==> src/rtl/sysa_pkg.sv <==
// sysa_pkg: shared widths, width check and saturation helper for the systolic array
package sysa_pkg;
  localparam int DEF_DATA_W = 8;
  localparam int DEF_WEIGHT_W = 8;
  localparam int DEF_ACC_W = 16;
  typedef enum logic [1:0] {SAT_NONE, SAT_HI, SAT_LO} sat_e;
  function automatic logic acc_fits(input int data_w, input int weight_w, input int acc_w);
    return acc_w >= data_w + weight_w;
  endfunction
  // carry/msb are bits [ACC_W] and [ACC_W-1] of the sum extended to ACC_W+1 bits
  function automatic sat_e sat_check(input logic carry, input logic msb, input logic sgn, input logic sat);
    return !sat ? SAT_NONE : sgn ? (carry == msb ? SAT_NONE : carry ? SAT_LO : SAT_HI) : carry ? SAT_HI : SAT_NONE;
  endfunction
endpackage

==> src/rtl/sysa_pe_wbuf.sv <==
// sysa_pe_wbuf: double-buffered weight (shadow chain + active copy) and swap pipelining
module sysa_pe_wbuf import sysa_pkg::*; #(
  parameter int WEIGHT_W = DEF_WEIGHT_W
) (
  input  logic                clk,
  input  logic                rst_n,
  input  logic [WEIGHT_W-1:0] w_in,
  input  logic                w_load,
  input  logic                w_swap,
  output logic [WEIGHT_W-1:0] w_active,
  output logic [WEIGHT_W-1:0] w_out,
  output logic                w_swap_out
);
  logic [WEIGHT_W-1:0] shadow_q, active_q;
  logic swap_q;
  always_ff @(posedge clk or negedge rst_n)
    if (!rst_n) begin
      shadow_q <= '0;
      active_q <= '0;
      swap_q <= 1'b0;
    end else begin
      if (w_load) shadow_q <= w_in;
      if (w_swap) active_q <= shadow_q;
      swap_q <= w_swap;
    end
  assign w_active = active_q;
  assign w_out = shadow_q;
  assign w_swap_out = swap_q;
endmodule

==> src/rtl/sysa_pe_mac.sv <==
// sysa_pe_mac: weight-stationary systolic PE, down = sat(left*w_active + up), 1-cycle latency
module sysa_pe_mac import sysa_pkg::*; #(
  parameter int DATA_W = DEF_DATA_W,
  parameter int WEIGHT_W = DEF_WEIGHT_W,
  parameter int ACC_W = DEF_ACC_W,
  parameter int SIGNED = 0,
  parameter int SATURATE = 1
) (
  input  logic                clk,
  input  logic                rst_n,
  input  logic                en,
  input  logic [DATA_W-1:0]   left,
  input  logic                left_valid,
  input  logic [ACC_W-1:0]    up,
  input  logic [WEIGHT_W-1:0] w_in,
  input  logic                w_load,
  input  logic                w_swap,
  input  logic                clr_sat,
  output logic [DATA_W-1:0]   right,
  output logic                right_valid,
  output logic [ACC_W-1:0]    down,
  output logic                down_valid,
  output logic [WEIGHT_W-1:0] w_out,
  output logic                w_swap_out,
  output logic                sat_flag
);
  localparam int PW = DATA_W + WEIGHT_W;
  localparam logic SGN = SIGNED != 0;
  if (!acc_fits(DATA_W, WEIGHT_W, ACC_W)) begin : g_acc_w_check
    $error("sysa_pe_mac: ACC_W must be >= DATA_W+WEIGHT_W");
  end
  logic [WEIGHT_W-1:0] w_act;
  logic [PW-1:0] prod;
  logic [ACC_W:0] sum;
  sat_e sat_code;
  logic [ACC_W-1:0] res, hi, lo, down_q, down_d;
  logic [DATA_W-1:0] right_q, right_d;
  logic valid_q, valid_d, sat_q, sat_d;
  sysa_pe_wbuf #(.WEIGHT_W(WEIGHT_W)) u_wbuf (
    .clk(clk), .rst_n(rst_n), .w_in(w_in), .w_load(w_load), .w_swap(w_swap),
    .w_active(w_act), .w_out(w_out), .w_swap_out(w_swap_out)
  );
  // operands are extended to PW bits so one unsigned multiply serves both signed modes
  always_comb begin
    prod = {{WEIGHT_W{SGN & left[DATA_W-1]}}, left} * {{DATA_W{SGN & w_act[WEIGHT_W-1]}}, w_act};
    sum = {{(ACC_W+1-PW){SGN & prod[PW-1]}}, prod} + {SGN & up[ACC_W-1], up};
    sat_code = sat_check(sum[ACC_W], sum[ACC_W-1], SGN, SATURATE != 0);
    hi = SGN ? {1'b0, {(ACC_W-1){1'b1}}} : '1;
    lo = SGN ? {1'b1, {(ACC_W-1){1'b0}}} : '0;
    res = sat_code == SAT_HI ? hi : sat_code == SAT_LO ? lo : sum[ACC_W-1:0];
    valid_d = en ? left_valid : valid_q;
    right_d = en && left_valid ? left : right_q;
    down_d = en && left_valid ? res : down_q;
    sat_d = en ? (sat_q && !clr_sat) || (left_valid && sat_code != SAT_NONE) : sat_q;
  end
  always_ff @(posedge clk or negedge rst_n)
    if (!rst_n) begin
      right_q <= '0;
      down_q <= '0;
      valid_q <= 1'b0;
      sat_q <= 1'b0;
    end else begin
      right_q <= right_d;
      down_q <= down_d;
      valid_q <= valid_d;
      sat_q <= sat_d;
    end
  assign right = right_q;
  assign down = down_q;
  assign right_valid = valid_q;
  assign down_valid = valid_q;
  assign sat_flag = sat_q;
endmodule

==> config.mk <==
export PLATFORM = sky130hd
export DESIGN_NAME = sysa_pe_mac
export DESIGN_NICKNAME = d
export VERILOG_FILES = /design/src/rtl/sysa_pkg.sv /design/src/rtl/sysa_pe_wbuf.sv /design/src/rtl/sysa_pe_mac.sv
export SDC_FILE = /design/constraint.sdc
export NUM_CORES = 1
export LEC_CHECK = 0
export BUFFER_PORTS_ARGS = -buffer_cell sky130_fd_sc_hd__buf_2
export CAP_MARGIN = 30
export CORE_ASPECT_RATIO = 1.25
export CORE_MARGIN = 1.5
export CORE_UTILIZATION = 39
export DETAILED_ROUTE_END_ITERATION = 7
export GPL_TIMING_DRIVEN = 0
export HOLD_SLACK_MARGIN = 0.05
export PLACE_DENSITY = 0.63
export SLEW_MARGIN = 0
export SYNTH_ARGS = -nofsm -noshare
export SYNTH_HDL_FRONTEND = slang
export SYNTH_SLANG_ARGS = --single-unit
==> constraint.sdc <==
create_clock -name clk -period 5.78 [get_ports clk]
set_input_delay 0.867 -clock clk [delete_from_list [all_inputs] [get_ports clk]]
set_output_delay 0.867 -clock clk [all_outputs]
set_load 0.01 [all_outputs]
==> summary.txt, run 1 <==
Clock tree
  – CTS Root Cell: clkbuf_16
  – CTS tree: yes
  – Clk buf depth: 2
  – CTS-repair resized insts: 0
  – Clock sink count: 43
  – Num CTS Buffers: 5
  – H-tree lvl count: 2
  – CTS Hold Buffers Added: 0
  – Clk_lat worst skew: 0.29 ns
  – Postcts setup bufs: 0
  – Worst-path clk slew: 0.07 ns

Detailed routing
  – Vias: 3133
  – Routed Antenna Nets: 0
  – Routed wire per std cell: 12.9 um
  – 1st-iter DRT viols: 38
  – Total wire length: 8690 um
  – Drt pass-1 iters: 4
  – Vias/cell: 4.65
  – Residual DRC count: 0

Timing
  – Fin Clk Skew: 0.00324 ns
  – Final setup margin: 0.569 ns
  – Hold Vio Cnt, Final: 0
  – Post-layout min period: 5.21 ns
  – Final setup TNS: 0 ns
  – Final Setup Violations: 0
  – RSZ-0062 raised after global routing: false
  – Slew Limit Fails: 0
  – Tightest Pin Transition: 0.627 ns
  – Max Clock Freq: 192 MHz
  – Slew headroom: 58.2%
  – Final period util: 90.2%

Setup path
  – Worst-path cell chain: clkbuf_1 -> nand2_1 -> fa_1 -> inv_1 -> fa_1 -> fa_1 -> inv_1 -> fa_1 -> inv_1 -> ha_1 -> buf_6 -> a21oi_2 -> o21ai_1 -> a221o_1 -> a41oi_4 -> xnor2_2 -> buf_6 -> a31oi_2
  – CP peak stage delay: 0.55 ns
  – Crit. End Element: flop
  – Arrival @ worst endpoint: 5.36 ns
  – Max FO, Critical Path: 10
  – Startpoint Class: input pin
  – Critical-path top delay cell: fa_1
  – Buf/Inv on CP: 6
  – CP Class: input pin to flop
  – Critical Path Most Common Cell: fa_1
  – CP top delay family: adder cells
  – Worst EP required: 5.93 ns

Power and ir drop
  – P_leak: 2.60 nW
  – VDD IR-drop max: 0.000230 V
  – Power per cell area: 553 nW/um^2

Synth
  – Number of synthesized register bits: 43
  – Post-synth top area share: 24.8%
  – Synth cell count leaders: inv_1 (102), nand2_1 (67), fa_1 (51), dfrtp_1 (43), and2_1 (37)
  – Syn avg cell area: 9.38 sq um
  – Number of enable flip-flop cells after synthesis: 0
  – Top post-synthesis cells by area: dfrtp_1 (25%), fa_1 (24%), ha_1 (10%)
  – Synth area leader: dfrtp_1
  – Seq/Total Area, Yosys: 24.8%
  – Most frequent cell after synthesis: inv_1
  – Post-synthesis cell type count: 39
  – Syn nets: 589
  – Synth Warn #: 0
  – Top_reg_cell synth: dfrtp_1
  – Post-synthesis cell area: 4340 sq um
  – Async set or reset register ratio after synthesis: 100%
  – Synthesized instance count: 463

GRT
  – Number of antenna violations at the first check in global routing: 0
  – Grt met2 use: 29.8%
  – First-pass GRT wire length: 15000 um
  – GR Util met1: 17.7%
  – Total track usage: 15.7%
  – GR Util met3: 2.65%
  – Pin count of the biggest net entering global routing: 44
  – GR Overflow Total: 0
  – Number of global-route vias before repair: 3285
  – GRT busiest layer: met2

Placed design
  – Port Buffers: 70
  – Placed Area: 4860 sq um
  – Routability cong.: 0.860
  – DP Worst Slack: 0.235 ns
  – Detailed-placement wirelength estimate: 7360 um

Floorplanning
  – Die W: 97.4 um
  – Starting Density: 40.5%
  – Core Area: 10700 sq um
  – Row cnt: 42
  – Ports: 75
  – Die area: 11800 sq um
  – Die H: 121 um

Layout
  – Fin nets: 667
  – # fillers: 1088
  – Antenna fix cells: 0
  – Post-route cell area: 5040 sq um
  – Area Overhead vs Synth: 16.1%
  – Layout cells sized above 1: 21.2%

Hold path
  – HP Class: flop to flop

Status
  – Status: finished clean

Flow run
  – Max Cap Viol: 0
## tightest hold or removal path: stages, from the launching register on
cell     delay, ns
dfrtp_1       0.34
nand2_1       0.05
nand2_1       0.06
## worst paths after layout
| kind | to | from | slack (ns) | depth (start not counted) |
|---|---|---|---|---|
| setup / recovery | down[9] | left[6] | 0.57 | 18 |
| hold / removal | right[3] | right[3] | 0.47 | 2 |
| setup reg to reg | down[9] | u_wbuf.w_active[2] | 0.91 | 17 |
| hold reg to reg | right[3] | right[3] | 0.47 | 2 |
| max in group asynchronous | down[2] | rst_n | 4.77 | 2 |
| min in group asynchronous | right[4] | rst_n | 0.52 | 1 |
## power by group
group	total, mW	internal, mW	switching [mW]
Sequential	0.428	0.380	0.0482
Clock	0.303	0.173	0.130
Combinational	2.06	0.875	1.18
Total	2.79	1.43	1.36
## sequential cells by signal, indices dropped and copies added, names as in the netlist
signal	count
u_wbuf.w_swap_out	1
u_wbuf.w_out	8
u_wbuf.w_active	8
right	8
down_valid	1
sat_flag	1
down	16
## cells in the final DEF, fill, tap and decap left out, types with 3 or more instances in the layout
master | netlist | final
a21oi_1 | 7 | 7
a21oi_2 | 7 | 7
a31oi_1 | 6 | 6
a31oi_2 | 3 | 3
and2_1 | 37 | 37
buf_2 | 0 | 70
buf_6 | 3 | 3
clkbuf_1 | 11 | 11
clkbuf_16 | 0 | 5
dfrtp_1 | 43 | 43
fa_1 | 51 | 51
ha_1 | 36 | 36
inv_1 | 102 | 102
mux2_2 | 16 | 16
nand2_1 | 67 | 67
nand3_1 | 4 | 4
nor2_1 | 26 | 26
nor3_1 | 3 | 3
o211ai_1 | 5 | 5
o21ai_0 | 4 | 4
xnor2_1 | 3 | 3
xor2_1 | 6 | 6
## stage by stage
stage	cells	hold slack (ns)	utilization [%]	total power [mW]
2_1_floorplan	463	0.508	-	2.09
3_3_place_gp	665	0.453	45.3	2.47
3_5_place_dp	665	0.458	45.3	2.50
4_1_cts	673	0.474	46.8	2.82
5_1_grt	674	0.501	47.0	3.11
6_report	674	0.470	47.0	2.79
## logic make-up (layout without fill, tap and decap cells)
family | after synthesis | count (layout) | synth area share (%)
compound gates | 43 | 43 | 8.61
xor+xnor | 10 | 10 | 2.19
fa+ha+maj | 87 | 87 | 33.9
buf+inv | 118 | 197 | 10.8
flops | 43 | 43 | 24.8
mux | 17 | 17 | 4.38
simple gates | 145 | 145 | 15.4
## cell type report
type | instances | area [sq um] | area share, %
Buffer | 16 | 86.3 | 1.71
Clock inverter | 2 | 16.3 | 0.323
Clock buffer | 6 | 139 | 2.75
Multi-Input combinational cell | 302 | 2800 | 55.5
Tap cell | 132 | 165 | 3.28
Sequential cell | 43 | 1080 | 21.3
Timing Repair Buffer | 71 | 378 | 7.49
Inverter | 102 | 383 | 7.59
## per-layer routing
metal | up-vias | wire, um
li1 | 1565 | -
met1 | 1513 | 3530
met2 | 43 | 4700
met3 | 12 | 292
met4 | 0 | 168
met5 | - | 0
Power figures use the tool's default switching activity.
==> inputs of run 2 (changes only) <==
--- a/config.mk
+++ b/config.mk
@@ -7,13 +7,14 @@
 export LEC_CHECK = 0
 export BUFFER_PORTS_ARGS = -buffer_cell sky130_fd_sc_hd__buf_2
 export CAP_MARGIN = 30
+export CELL_PAD_IN_SITES_DETAIL_PLACEMENT = 2
+export CELL_PAD_IN_SITES_GLOBAL_PLACEMENT = 2
 export CORE_ASPECT_RATIO = 1.25
-export CORE_MARGIN = 1.5
-export CORE_UTILIZATION = 39
+export CORE_UTILIZATION = 35
 export DETAILED_ROUTE_END_ITERATION = 7
 export GPL_TIMING_DRIVEN = 0
 export HOLD_SLACK_MARGIN = 0.05
-export PLACE_DENSITY = 0.63
+export PLACE_DENSITY = 0.85
 export SLEW_MARGIN = 0
 export SYNTH_ARGS = -nofsm -noshare
 export SYNTH_HDL_FRONTEND = slang
==> summary.txt, run 2 (synthesized netlist as in run 1, its figures left out) <==
Timing
  – RSZ-0062 raised after global routing: false
  – Final setup TNS: 0 ns
  – Post-layout min period: 5.42 ns
  – Final Setup Violations: 0
  – Slew Limit Fails: 0
  – Max Clock Freq: 185 MHz
  – Hold Vio Cnt, Final: 0
  – Tightest Pin Transition: 0.691 ns
  – Fin Clk Skew: 0.00340 ns
  – Final period util: 93.7%
  – Slew headroom: 53.9%

Clock tree
  – Clk_lat worst skew: 0.30 ns
  – CTS Root Cell: clkbuf_16
  – Worst-path clk slew: 0.07 ns
  – Postcts setup bufs: 0
  – CTS tree: yes
  – Num CTS Buffers: 5
  – Clock sink count: 43
  – Clk buf depth: 2
  – H-tree lvl count: 2
  – CTS Hold Buffers Added: 0
  – CTS-repair resized insts: 0

Placed design
  – Routability cong.: 0.786
  – Port Buffers: 70
  – Detailed-placement wirelength estimate: 10400 um
  – Inst Count DP: 697

Floorplanning
  – Starting Density: 35.9%
  – Die W: 102 um
  – Core Area: 12100 sq um
  – Die area: 12900 sq um
  – Ports: 75
  – Row cnt: 45
  – Die H: 127 um

Power and ir drop
  – Power per cell area: 601 nW/um^2
  – Power, Total: 3.07 mW
  – VDD IR-drop max: 0.000253 V
  – Combinational share of power: 74.8%
  – Internal power: 1.50 mW
  – Clk pwr share: 11.1%
  – Switch Pwr: 1.57 mW
  – P_leak: 2.61 nW
  – Reg power frac: 14.1%
  – Switching part of the total power: 51.2%

Setup path
  – CP Class: input pin to flop
  – Max FO, Critical Path: 10
  – Crit. End Element: flop
  – Arrival @ worst endpoint: 5.57 ns
  – Startpoint Class: input pin
  – Worst EP required: 5.93 ns

Layout
  – Area occupied by registers: 1080 sq um
  – Fin nets: 667
  – Finished Layout Cells: 706
  – Layout cells sized above 1: 21.2%
  – Area of the multi-input gates: 2800 sq um
  – Most common cell after layout, fill and taps aside: inv_1
  – # fillers: 1385
  – Area Overhead vs Synth: 17.3%
  – Flip-flop count of the largest register after layout: 16
  – Commonest non-fill, non-tap cells in the layout: inv_1 (102), buf_2 (70), nand2_1 (67), fa_1 (51), dfrtp_1 (43)
  – Post-layout util: 42.1%
  – Antenna fix cells: 0

Detailed routing
  – Residual DRC count: 0
  – Vias/cell: 4.74
  – 1st-iter DRT viols: 74
  – Routed Antenna Nets: 0
  – Drt pass-1 iters: 4
  – Total wire length: 12900 um
  – Vias: 3344
  – Routed wire per std cell: 18.3 um

GRT
  – GR Overflow Total: 0
  – Total track usage: 21.7%
  – First-pass GRT wire length: 21000 um
  – Pin count of the biggest net entering global routing: 44
  – Number of antenna violations at the first check in global routing: 0
  – Number of global-route vias before repair: 3949

Status
  – Status: finished clean

Flow run
  – Max Cap Viol: 0

Hold path
  – HP Class: flop to flop
[run 2: changes by cell type in the layout (fill, tap and decap cells not counted), sizes merged]
cell / delta
bufinv: +1
clkbuf: -1
clkinv: +1
clkinvlp: -1
[run 2: area by class of cell]
| type | count | share of cell area (%) |
|---|---|---|
| Clock inverter | 3 | 0.859 |
| Multi-Input combinational cell | 302 | 54.9 |
| Tap cell | 164 | 4.03 |
| Buffer | 16 | 1.69 |
| Clock buffer | 5 | 2.46 |
| Inverter | 102 | 7.51 |
| Sequential cell | 43 | 21.1 |
| Timing Repair Buffer | 71 | 7.41 |
[run 2: power by group through the flow]
stage	sequential, mW	combinational, mW	clock (mW)
floorplan	0.461	1.63	0
global placement	0.435	2.04	0
detailed placement	0.444	2.23	0
CTS	0.437	2.31	0.348
global route	0.447	2.52	0.358
finish	0.434	2.29	0.340
[run 2: path summary, 6_finish.rpt]
kind | startpoint | endpoint | slack, ns | cells past startpoint
max | left[6] | down[9] | 0.36 | 18
min | right[0] | right[0] | 0.48 | 2
max reg2reg | u_wbuf.w_active[1] | down[9] | 0.65 | 17
min reg2reg | right[0] | right[0] | 0.48 | 2
max in group asynchronous | rst_n | down[3] | 4.73 | 2
min in group asynchronous | rst_n | right[3] | 0.54 | 1
[run 2: metrics by stage]
| stage | hold slack, ns | worst slack, ns | instance area [sq um] |
|---|---|---|---|
| floorplan | 0.508 | 0.654 | 4340 |
| global route | 0.518 | 0.129 | 5100 |
| CTS | 0.483 | 0.307 | 5070 |
| global placement | 0.456 | 0.229 | 4900 |
| detailed placement | 0.465 | 0.0200 | 4900 |
| finish | 0.476 | 0.364 | 5100 |
[run 2: layer usage]
layer / part of all wire [%] / track usage, %
met2: 58 / 42.2
met4: 2.4 / 7.16
met3: 2.3 / 2.31
met5: 0 / 0
met1: 38 / 24.0
[run 2: worst max-delay path: stages]
cell and delay [ns]:
clkbuf_1 0.35, nand2_1 0.15, fa_1 0.53, inv_1 0.06, fa_1 0.50, fa_1 0.54
inv_1 0.06, fa_1 0.54, inv_1 0.05, ha_1 0.31, buf_6 0.15, a21oi_2 0.14
o21ai_1 0.12, a221o_1 0.36, a41oi_4 0.26, xnor2_2 0.23, buf_6 0.24, a31oi_2 0.10
